==> config.mk <==
export PLATFORM = sky130hd
export DESIGN_NAME = seq_divider
export DESIGN_NICKNAME = d
export VERILOG_FILES = /design/src/rtl/seq_divider.sv
export SDC_FILE = /design/constraint.sdc
export NUM_CORES = 1
export LEC_CHECK = 0
export CAP_MARGIN = 10
export CORE_MARGIN = 3
export CORE_UTILIZATION = 50
export DETAILED_ROUTE_END_ITERATION = 16
export GPL_ROUTABILITY_DRIVEN = 0
export HOLD_SLACK_MARGIN = 0.05
export PLACE_DENSITY = 0.8
export SYNTH_ARGS = -nofsm -noshare
export SYNTH_HDL_FRONTEND = slang
export SYNTH_SLANG_ARGS = --single-unit
==> constraint.sdc <==
create_clock -name clk -period 12.8 [get_ports clk]
set_input_delay 1.92 -clock clk [delete_from_list [all_inputs] [get_ports clk]]
set_output_delay 1.92 -clock clk [all_outputs]
set_load 0.03 [all_outputs]
==> src/rtl/seq_divider.sv <==
// Multi-cycle radix-2 restoring divider (signed/unsigned) with flush, stall and divide-by-zero handling.
// Optional leading-zero skip and small-dividend bypass when DIV_EARLY_OUT_EN is defined.
module seq_divider #(
    parameter int WIDTH = 32,
    localparam int CNT_W = $clog2(WIDTH+1)
) (
    input  logic             clk,
    input  logic             rst_n,
    input  logic             flush,
    input  logic             stall,
    input  logic             en,
    input  logic             is_signed,
    input  logic [WIDTH-1:0] dividend,
    input  logic [WIDTH-1:0] divisor,
    output logic [WIDTH-1:0] quotient,
    output logic [WIDTH-1:0] remainder,
    output logic             done,
    output logic             busy,
    output logic             div_by_zero
);
    typedef enum logic [1:0] {IDLE, CALC, DONE} state_t;

    state_t           state, state_nxt;
    logic [CNT_W-1:0] cnt, cnt_dec;
    logic [WIDTH:0]   p, p_sh, p_nxt;
    logic [WIDTH-1:0] a, a_nxt, dsr, a_abs, b_abs, q_fix, r_fix;
    logic             q_neg, r_neg, a_sign, b_sign, b_zero, ge, last;

    // 'a' shifts dividend bits out of the top while quotient bits enter at the bottom
    always_comb begin
        a_sign  = is_signed & dividend[WIDTH-1];
        b_sign  = is_signed & divisor[WIDTH-1];
        a_abs   = a_sign ? -dividend : dividend;
        b_abs   = b_sign ? -divisor : divisor;
        b_zero  = (divisor == '0);
        p_sh    = {p[WIDTH-1:0], a[WIDTH-1]};
        ge      = (p_sh >= {1'b0, dsr});
        p_nxt   = ge ? p_sh - {1'b0, dsr} : p_sh;
        a_nxt   = {a[WIDTH-2:0], ge};
        cnt_dec = cnt - CNT_W'(1);
        last    = (cnt_dec == '0);
        q_fix   = q_neg ? -a_nxt : a_nxt;
        r_fix   = r_neg ? -p_nxt[WIDTH-1:0] : p_nxt[WIDTH-1:0];
    end

`ifdef DIV_EARLY_OUT_EN
    logic [CNT_W-1:0] clz;
    logic             found, small;

    always_comb begin
        clz   = '0;
        found = 1'b0;
        for (int i = WIDTH-1; i >= 0; i--) begin
            if (!found) begin
                if (a_abs[i]) found = 1'b1;
                else          clz   = clz + CNT_W'(1);
            end
        end
        small = (a_abs < b_abs);
    end
`endif

    always_ff @(posedge clk or negedge rst_n) begin
        if (!rst_n) state <= IDLE;
        else        state <= state_nxt;
    end

    always_comb begin
        state_nxt = state;
        case (state)
            IDLE: begin
                if (en) begin
                    if (b_zero) state_nxt = DONE;
`ifdef DIV_EARLY_OUT_EN
                    else if (small) state_nxt = DONE;
`endif
                    else state_nxt = CALC;
                end
            end
            CALC:    if (last) state_nxt = DONE;
            DONE:    if (!stall) state_nxt = IDLE;
            default: state_nxt = IDLE;
        endcase
        if (flush) state_nxt = IDLE;
    end

    always_ff @(posedge clk or negedge rst_n) begin
        if (!rst_n) begin
            cnt         <= '0;
            p           <= '0;
            a           <= '0;
            dsr         <= '0;
            q_neg       <= 1'b0;
            r_neg       <= 1'b0;
            quotient    <= '0;
            remainder   <= '0;
            div_by_zero <= 1'b0;
        end else if (flush) begin
            div_by_zero <= 1'b0;
        end else begin
            case (state)
                IDLE: begin
                    if (en) begin
                        dsr         <= b_abs;
                        q_neg       <= a_sign ^ b_sign;
                        r_neg       <= a_sign;
                        p           <= '0;
                        a           <= a_abs;
                        cnt         <= CNT_W'(WIDTH);
                        div_by_zero <= b_zero;
                        if (b_zero) begin
                            quotient  <= '1;
                            remainder <= dividend;
                        end
`ifdef DIV_EARLY_OUT_EN
                        else if (small) begin
                            quotient  <= '0;
                            remainder <= dividend;
                        end else begin
                            // skip leading zeros so only significant bits are iterated
                            cnt <= CNT_W'(WIDTH) - clz;
                            a   <= a_abs << clz;
                        end
`endif
                    end
                end
                CALC: begin
                    p   <= p_nxt;
                    a   <= a_nxt;
                    cnt <= cnt_dec;
                    if (last) begin
                        quotient  <= q_fix;
                        remainder <= r_fix;
                    end
                end
                DONE:    if (!stall) div_by_zero <= 1'b0;
                default: ;
            endcase
        end
    end

    assign done = (state == DONE);
    assign busy = (state != IDLE);
endmodule

Word-level counts from Yosys, hierarchy flattened. Cells that the tools add are included.

Bits in registers: 171. Input port bits: 70. Word-level logic and storage cells: 69.

Add/subtract/negate cells: 6. Magnitude comparators: 1. Eq/ne operators: 8. Mux-type cells: 29. Bitwise operators: 4. Reductions and logical operators: 11.

Operators by type and width (count): 32-bit two-way mux (13); 32-bit one-hot mux with 2 select lines (4); 32-bit negator (4); 33-bit by 32-bit greater-or-equal comparator with 1-bit output (1); 32-bit zero test (1); 32-bit subtractor (1); 6-bit one-hot mux with 2 select lines (1); 3-bit AND reduction (4); 2-bit two-way mux (5); 3-bit inequality test (second input constant) (3); 6-bit zero test (1); 6-bit two-way mux (1); 2-bit inequality test (second input constant) (3); 2-bit one-hot mux with 3 select lines (1); 6-bit by 1-bit subtractor with 6-bit output (second input constant) (1); 5-bit AND reduction (1); 2-bit nonzero test (2); 1-bit two-way mux (3); 3-bit nonzero test (1); 1-bit bitwise AND (2); 2-bit by 1-bit equality test with 1-bit output (second input constant) (1); 2-bit equality test (second input constant) (1); 2-bit zero test (1); 1-bit one-hot mux with 2 select lines (1); 2 further kinds (2).

Longest topological paths before layout. Gate-level depths: netlist of run 1.

Depth in word-level cells: 6. Mapped depth: 28. Gate-level depth less buffers: 22.

Worst setup path before layout of run 1. Ideal clock, no wire load.

Path kind: register to register. Start: register p[5]. End: register remainder[24]. Arrival: 5.353 ns. Setup slack: 7.378 ns. Cell stages (with the launch flop): 27. Path buffers: 6. Clock period less this slack: 5.422 ns. Cell sequence: dfrtp_1 -> ha_1 -> buf_2 -> a21oi_1 -> o21ai_1 -> a221oi_1 -> a211oi_1 -> nor2_1 -> nor2_4 -> inv_2 -> buf_6 -> buf_6 -> buf_2 -> buf_2 -> buf_2 -> o21ai_0 -> inv_1 -> ha_1 -> nand2_1 -> a211o_1 -> or4b_1 -> nor3_2 -> o22ai_1 -> or3b_1 -> o31a_1 -> or4_1 -> nand3_1.

Word-level cells in the longest chain between the ends: 6. Elaborated cells on any way between the ends: 7. Classes of those cells: 2 x add/sub; 1 x order compare; 4 x mux.

Ends and longest elaborated chain: from (decl) (RTL line 25) `logic [WIDTH:0] p, p_sh, p_nxt;`; from (signal assigned) (RTL line 128) `p <= p_nxt;`; 32-bit subtractor or 33-bit by 32-bit greater-or-equal comparator with 1-bit output (tied branches) (RTL line 38, 37); 32-bit two-way mux * (RTL line 38) `p_nxt = ge ? p_sh - {1'b0, dsr} : p_sh;`; 32-bit negator (RTL line 43) `r_fix = r_neg ? -p_nxt[WIDTH-1:0] : p_nxt[WIDTH-1:0];`; 32-bit two-way mux * (RTL line 43); 32-bit two-way mux * (RTL line 131) `if (last) begin`; 32-bit one-hot mux with 2 select lines * (RTL line 101) `case (state)`; to (signal assigned) (RTL line 113) `remainder <= dividend;`; to (signal assigned) (RTL line 133) `remainder <= r_fix;`; to (decl) (RTL line 16) `output logic [WIDTH-1:0] remainder,`.

Every way passes the cells marked *; elsewhere a longest branch is shown, timed or not. The select of a mux whose other input is x is not followed. A chain may end at the register's enable or synchronous reset.

Worst setup path in the final report of run 1.
Start: register p[11]. End: register remainder[18].

The elaborated chain is that of the path after synthesis.

==> results of run 1 <==
[critical path, stage by stage, from the launching register on]
cell and delay [ps]:
dfrtp_1 490, ha_1 500, nand4_1 170, nor4_1 500, a31oi_1 220, a21boi_1 230
nor2_4 450, inv_2 110, mux2i_1 270, ha_1 230, nand2_1 70, a211o_1 250
or4b_1 590, nor4_1 490, a31oi_1 180, o41ai_1 490, xnor2_1 200, o211ai_1 110
o21a_1 150
[cell type report]
class	count	area (um^2)	share of cell area (%)
clock buffers	17	425	2.93
clock inverters	15	168	1.16
inverters	59	221	1.53
multi-input cells	1259	7580	52.3
flip-flops and latches	171	4280	29.5
well taps	324	405	2.79
repair buffers	144	1420	9.81
[state kept, by name, indices dropped and copies added, names as in the netlist]
register,count
r_neg,1
q_neg,1
state,2
cnt,6
dsr,32
p,32
quotient,32
div_by_zero,1
remainder,32
a,32
[cell families (layout without fill, tap and decap cells)]
kind of cell / count (synthesis) / in the layout / share of synthesized area (%)
simple gates: 564 / 564 / 21.4
xor+xnor: 134 / 134 / 9.39
mux: 36 / 36 / 2.93
compound gates: 486 / 486 / 22.8
flops: 171 / 171 / 34.2
fa+ha+maj: 39 / 39 / 3.96
buf+inv: 156 / 235 / 5.29
[report_power, final]
group | internal (uW) | switching [uW] | leakage, uW
Combinational | 445 | 661 | 0.00379
Clock | 279 | 245 | 0.000292
Sequential | 704 | 160 | 0.00206
[routing by layer]
metal  track usage [%]  part of all wire [%]  routed length (um)  up-vias
met4              7.54                   2.5                 851        0
met5                 0                     0                   0        -
met2              41.2                    46               15700      524
li1                  -                     -                   -     5760
met3              3.35                   7.8                2700       75
met1              35.1                    44               15200     5580
[per-stage QoR]
| stage | setup slack [ps] | area, um^2 | total power [uW] | hold WS (ps) | util [%] |
|---|---|---|---|---|---|
| 5_1_grt | 6720 | 14500 | 2650 | 525 | 59.3 |
| 2_1_floorplan | 7380 | 12500 | 1560 | 473 | - |
| 6_report | 6990 | 14500 | 2490 | 490 | 59.3 |
| 4_1_cts | 7080 | 14500 | 2490 | 490 | 59.3 |
| 3_3_place_gp | 6790 | 13900 | 1930 | 475 | 56.9 |
| 3_5_place_dp | 6710 | 13900 | 1970 | 474 | 56.9 |
[cells in the final DEF, fill, tap and decap left out, types with 5 or more instances in the layout]
cell	netlist	layout
a211o_1	6	6
a211oi_1	10	10
a21oi_1	175	175
a221oi_1	5	5
a31oi_1	24	24
and2_1	14	12
and3_1	13	13
buf_4	7	8
clkbuf_16	0	17
clkdlybuf4s50_1	0	135
dfrtp_1	171	171
ha_1	38	38
inv_1	58	58
inv_6	0	5
inv_8	0	5
mux2i_1	33	33
nand2_1	180	180
nand2b_1	14	13
nand3_1	25	25
nand3b_1	8	8
nand4_1	15	15
nor2_1	179	179
nor2b_1	8	7
nor3_1	30	30
nor3b_1	7	7
nor4_1	14	14
o211ai_1	10	10
o21a_1	8	8
o21ai_0	161	160
o21ai_1	6	6
o21bai_1	5	5
o311ai_0	6	6
o31ai_1	24	24
o41ai_1	12	12
or2_2	8	8
or3_1	18	18
or4_1	10	10
xnor2_1	60	60
xor2_1	74	74
[synth_stat cells, types with 13 or more instances]
library cell,n
o21ai_0,161
mux2i_1,33
and3_1,13
nor2_1,179
nand2b_1,14
ha_1,38
nand2_1,180
buf_2,21
clkbuf_1,60
nor4_1,14
xnor2_1,60
dfrtp_1,171
inv_1,58
a31oi_1,24
or3_1,18
nand4_1,15
a21oi_1,175
xor2_1,74
nand3_1,25
and2_1,14
o31ai_1,24
nor3_1,30
[how the worst max path moves through the flow]
stage / start / endpoint / slack [ps]
after global routing: p[11]$_DFFE_PN0P_ / remainder[18]$_DFFE_PN0P_ / 6720
after floorplan: p[5]$_DFFE_PN0P_ / remainder[24]$_DFFE_PN0P_ / 7380
after detailed placement: divisor[13] / quotient[21]$_DFFE_PN0P_ / 6710
final: p[11]$_DFFE_PN0P_ / remainder[18]$_DFFE_PN0P_ / 6990
after CTS: p[11]$_DFFE_PN0P_ / remainder[18]$_DFFE_PN0P_ / 7080
after global placement: divisor[13] / quotient[19]$_DFFE_PN0P_ / 6790
==> impl_metrics.ini, run 1 <==
[timing]
hold_viol = 0
period_share_pct = 45.4
finalMaxSlewViolations = 0
rsz0062_at_grt = false
tightestPinTransition_ps = 1060
maxSlewHeadroom_pct = 29.0
setup_viol = 0
clock.fmax_ghz = 0.172
finalSetupTns_ps = 0
fin_crit_ps = 5810
skew_ps = 10.8

[global_route]
grt_pass1_wl_mm = 55.2
grt_pass1_vias = 11000
grt_max_degree = 102
grt_usage_pct = 25.3
grt_remaining_overflow = 0
antenna_found_initial = 0

[synth]
synth_flop_cell = dfrtp_1
ys_seq_elements = 171
postSynthNetCount = 1695
synth.area.top_cells = dfrtp_1 (34%), a21oi_1 (7.0%), o21ai_0 (6.4%)
syn_inst = 1586
synth_edf_count = 0
synth_area_um2 = 12500
ys_seq_area_share_pct = 34.2
synthArstFlopShare_pct = 100
synth_top_area_share_pct = 34.2
syn_avg_cell_area_um2 = 7.88
yosysTopAreaCell = dfrtp_1
yosysUniqueCellTypes = 77
synth_warnings = 0

[layout]
instances_no_fill = 1989
diodes = 0
n_fill_cell = 2180
syn2layout_area_growth_pct = 16.0
fin_nets = 1761
drive_gt1_share_pct = 4.20

[die]
dieArea_um2 = 26900
dieWidth_um = 164
rows = 57
io_pins = 137
initial_core_util_pct = 51.1
core_um2 = 24500
die_h_um = 164

[critical_path]
end_kind = flop
ff2ff_setup_slack_ps = 6990
arrival_ps = 6130
crit_required_ps = 13120
r2r_start = p[11]$_DFFE_PN0P_
crit_fanout = 13
r2r_cells = 18
startpoint_type = flop
path_class = reg2reg
worstReg2RegEnd = remainder[18]$_DFFE_PN0P_

[power_and_ir_drop]
ir_worst_vdd_mv = 0.109
powerDensity_nw_per_um2 = 172
power.leakage_uw = 0.00615

[clocking]
htreeDepth = 4
numClockSinks = 171
cts_tree = built
clkLatencyLatePin_ps = 430
postCtsResizedCells = 0
ctsRootBufferMaster = clkbuf_16
path_clk_slew_ps = 70
numCtsBuffers = 17
cts_hold_buf = 0
ctsLongestPathBuffers = 2
cts_setup_buffers = 0

[worst_hold_path]
hold_end = remainder[1]$_DFFE_PN0P_
hp-class = reg2reg
hold_start = remainder[1]$_DFFE_PN0P_
whs_path_depth = 2

[detailed_routing]
viasPerCell = 6.00
via_count = 11900
drtAntennaViolNets = 0
drt-pass1-iter-count = 6
wl_mm = 34.4
drc = 0
wl_per_cell_um = 17.3
detail_route.iter0.violations = 1327

[run_status]
status = completed

[place]
dp.cells = 1957
port_buffers = 136
place_hpwl_mm = 25.5

[run]
max_cap_violations = 0
Power figures use the tool's default switching activity.
==> run 2: changes to the inputs <==
==> constraint.sdc (replaced) <==
create_clock -name clk -period 5.9 [get_ports clk]
set_input_delay 0.885 -clock clk [delete_from_list [all_inputs] [get_ports clk]]
set_output_delay 0.885 -clock clk [all_outputs]
set_load 0.03 [all_outputs]
==> run 2 against run 1 <==
Compared with the run above: global-route usage is 0.31 points higher; cell area grew 0.12%; via count is 0.11% higher; clock power rose by 110%; cell count up 0.25%; clock skew up 2.2 ps; critical path type unchanged; highest routed layer unchanged.
==> impl_metrics.ini, run 2 (synthesis results as in run 1) <==
[place]
place_hpwl_mm = 26.4
port_buffers = 136
dp_slack_ps = 646

[layout]
drive_gt1_share_pct = 4.49
mostFrequentLayoutCells = nand2_1 (180), nor2_1 (179), a21oi_1 (175)
final_common_cell = nand2_1
n_fill_cell = 2199
syn2layout_area_growth_pct = 16.2
fin_nets = 1766
utilization_pct = 59.4
diodes = 0

[timing]
skew_ps = 13.0
maxSlewHeadroom_pct = 37.1
fin_ws_ps = 530
finalSetupTns_ps = 0
tightestPinTransition_ps = 932
rsz0062_at_grt = false
finalMaxSlewViolations = 0
hold_viol = 0
timing.hold.ws_ps = 362
clock.fmax_ghz = 0.186
period_share_pct = 91.0
fin_crit_ps = 5370
setup_viol = 0

[critical_path]
critPathMaxStageDelay_ps = 570
cp-endpoint = remainder[24]$_DFFE_PN0P_
r2r_start = p[5]$_DFFE_PN0P_
r2r_cells = 19
cp.depth = 19
startpoint_type = flop
crit_chain = ha_1, a21oi_1, o21ai_1, a221oi_1, a211oi_1, nor2_1, nor2_4, inv_2, mux2i_1, ha_1, nand2_1, a211o_1, or4b_1, nor3_2, o22ai_1, or3b_1, o31a_1, or4_1, nand3_1
crit_start = p[5]$_DFFE_PN0P_
crit_path_top_delay_cell = or4b_1
worst-path-buf-inv = 1
end_kind = flop
ff2ff_setup_slack_ps = 530
worstReg2RegEnd = remainder[24]$_DFFE_PN0P_
path_class = reg2reg
crit_path_frequent_cell = ha_1
worst_path_dominant_cell_family = simple AND/OR/NAND/NOR gates
arrival_ps = 5750
crit_required_ps = 6280
crit_fanout = 8

[worst_hold_path]
hp-class = in2async

[run]
max_cap_violations = 0

[detailed_routing]
highest_layer = met4
wl_mm = 34.5
drtAntennaViolNets = 0
drc = 0
wl_per_cell_um = 17.3
wl_met1_mm = 15.1
viasPerCell = 5.99
wl_met3_mm = 2.84
detail_route.iter0.violations = 1428
route.met2.wl_mm = 15.7
via_count = 12000
drt-pass1-iter-count = 5

[clocking]
cts_hold_buf = 0
cts_setup_buffers = 0
ctsLongestPathBuffers = 2
path_clk_slew_ps = 70
numCtsBuffers = 17
cts_tree = built
postCtsResizedCells = 0
numClockSinks = 171
htreeDepth = 4
ctsRootBufferMaster = clkbuf_16
clkLatencyLatePin_ps = 440

[power_and_ir_drop]
ir_worst_vdd_mv = 0.247
powerDensity_nw_per_um2 = 371
power.leakage_uw = 0.00616

[die]
rows = 57
die_h_um = 164
dieArea_um2 = 26900
core_um2 = 24500
io_pins = 137
initial_core_util_pct = 51.1
dieWidth_um = 164

[global_route]
grt_max_degree = 102
antenna_found_initial = 0
grt_usage_pct = 25.6
grt_remaining_overflow = 0
grt_pass1_wl_mm = 55.6
grt_pass1_vias = 11100

[run_status]
status = completed
[run 2: per-layer routing]
layer,vias up,track usage [%]
met4,0,8.50
met5,-,0
met3,61,2.93
li1,5761,-
met1,5578,35.4
met2,552,41.8
[run 2: stage by stage]
| step | cell area (um^2) | std cells | total power, uW |
|---|---|---|---|
| 2_1_floorplan | 12500 | 1586 | 3390 |
| 3_3_place_gp | 13900 | 1962 | 4210 |
| 3_5_place_dp | 13900 | 1962 | 4280 |
| 4_1_cts | 14500 | 1994 | 5380 |
| 5_1_grt | 14500 | 1994 | 5710 |
| 6_report | 14500 | 1994 | 5380 |
[run 2: worst min path at each step]
stage	start	to	slack, ps	depth (start not counted)
after CTS	rst_n	quotient[1]$_DFFE_PN0P_	370	1
after global placement	remainder[6]$_DFFE_PN0P_	remainder[6]$_DFFE_PN0P_	460	2
final	rst_n	quotient[4]$_DFFE_PN0P_	360	1
after global routing	rst_n	quotient[4]$_DFFE_PN0P_	390	1
after floorplan	p[31]$_DFFE_PN0P_	p[31]$_DFFE_PN0P_	470	2
after detailed placement	remainder[5]$_DFFE_PN0P_	remainder[5]$_DFFE_PN0P_	470	2
[run 2: area by class of cell]
class / count / area, um^2 / share of cell area [%]
Clock buffer: 17 / 425 / 2.93
Clock inverter: 15 / 148 / 1.02
Inverter: 59 / 221 / 1.52
Multi-Input combinational cell: 1259 / 7580 / 52.2
Sequential cell: 171 / 4280 / 29.5
Tap cell: 324 / 405 / 2.79
Timing Repair Buffer: 149 / 1460 / 10.1
[run 2: report_power, final]
part / internal [uW] / total (uW) / switching, uW
registers: 1530 / 1870 / 338
clock network: 564 / 1110 / 547
logic: 969 / 2410 / 1440
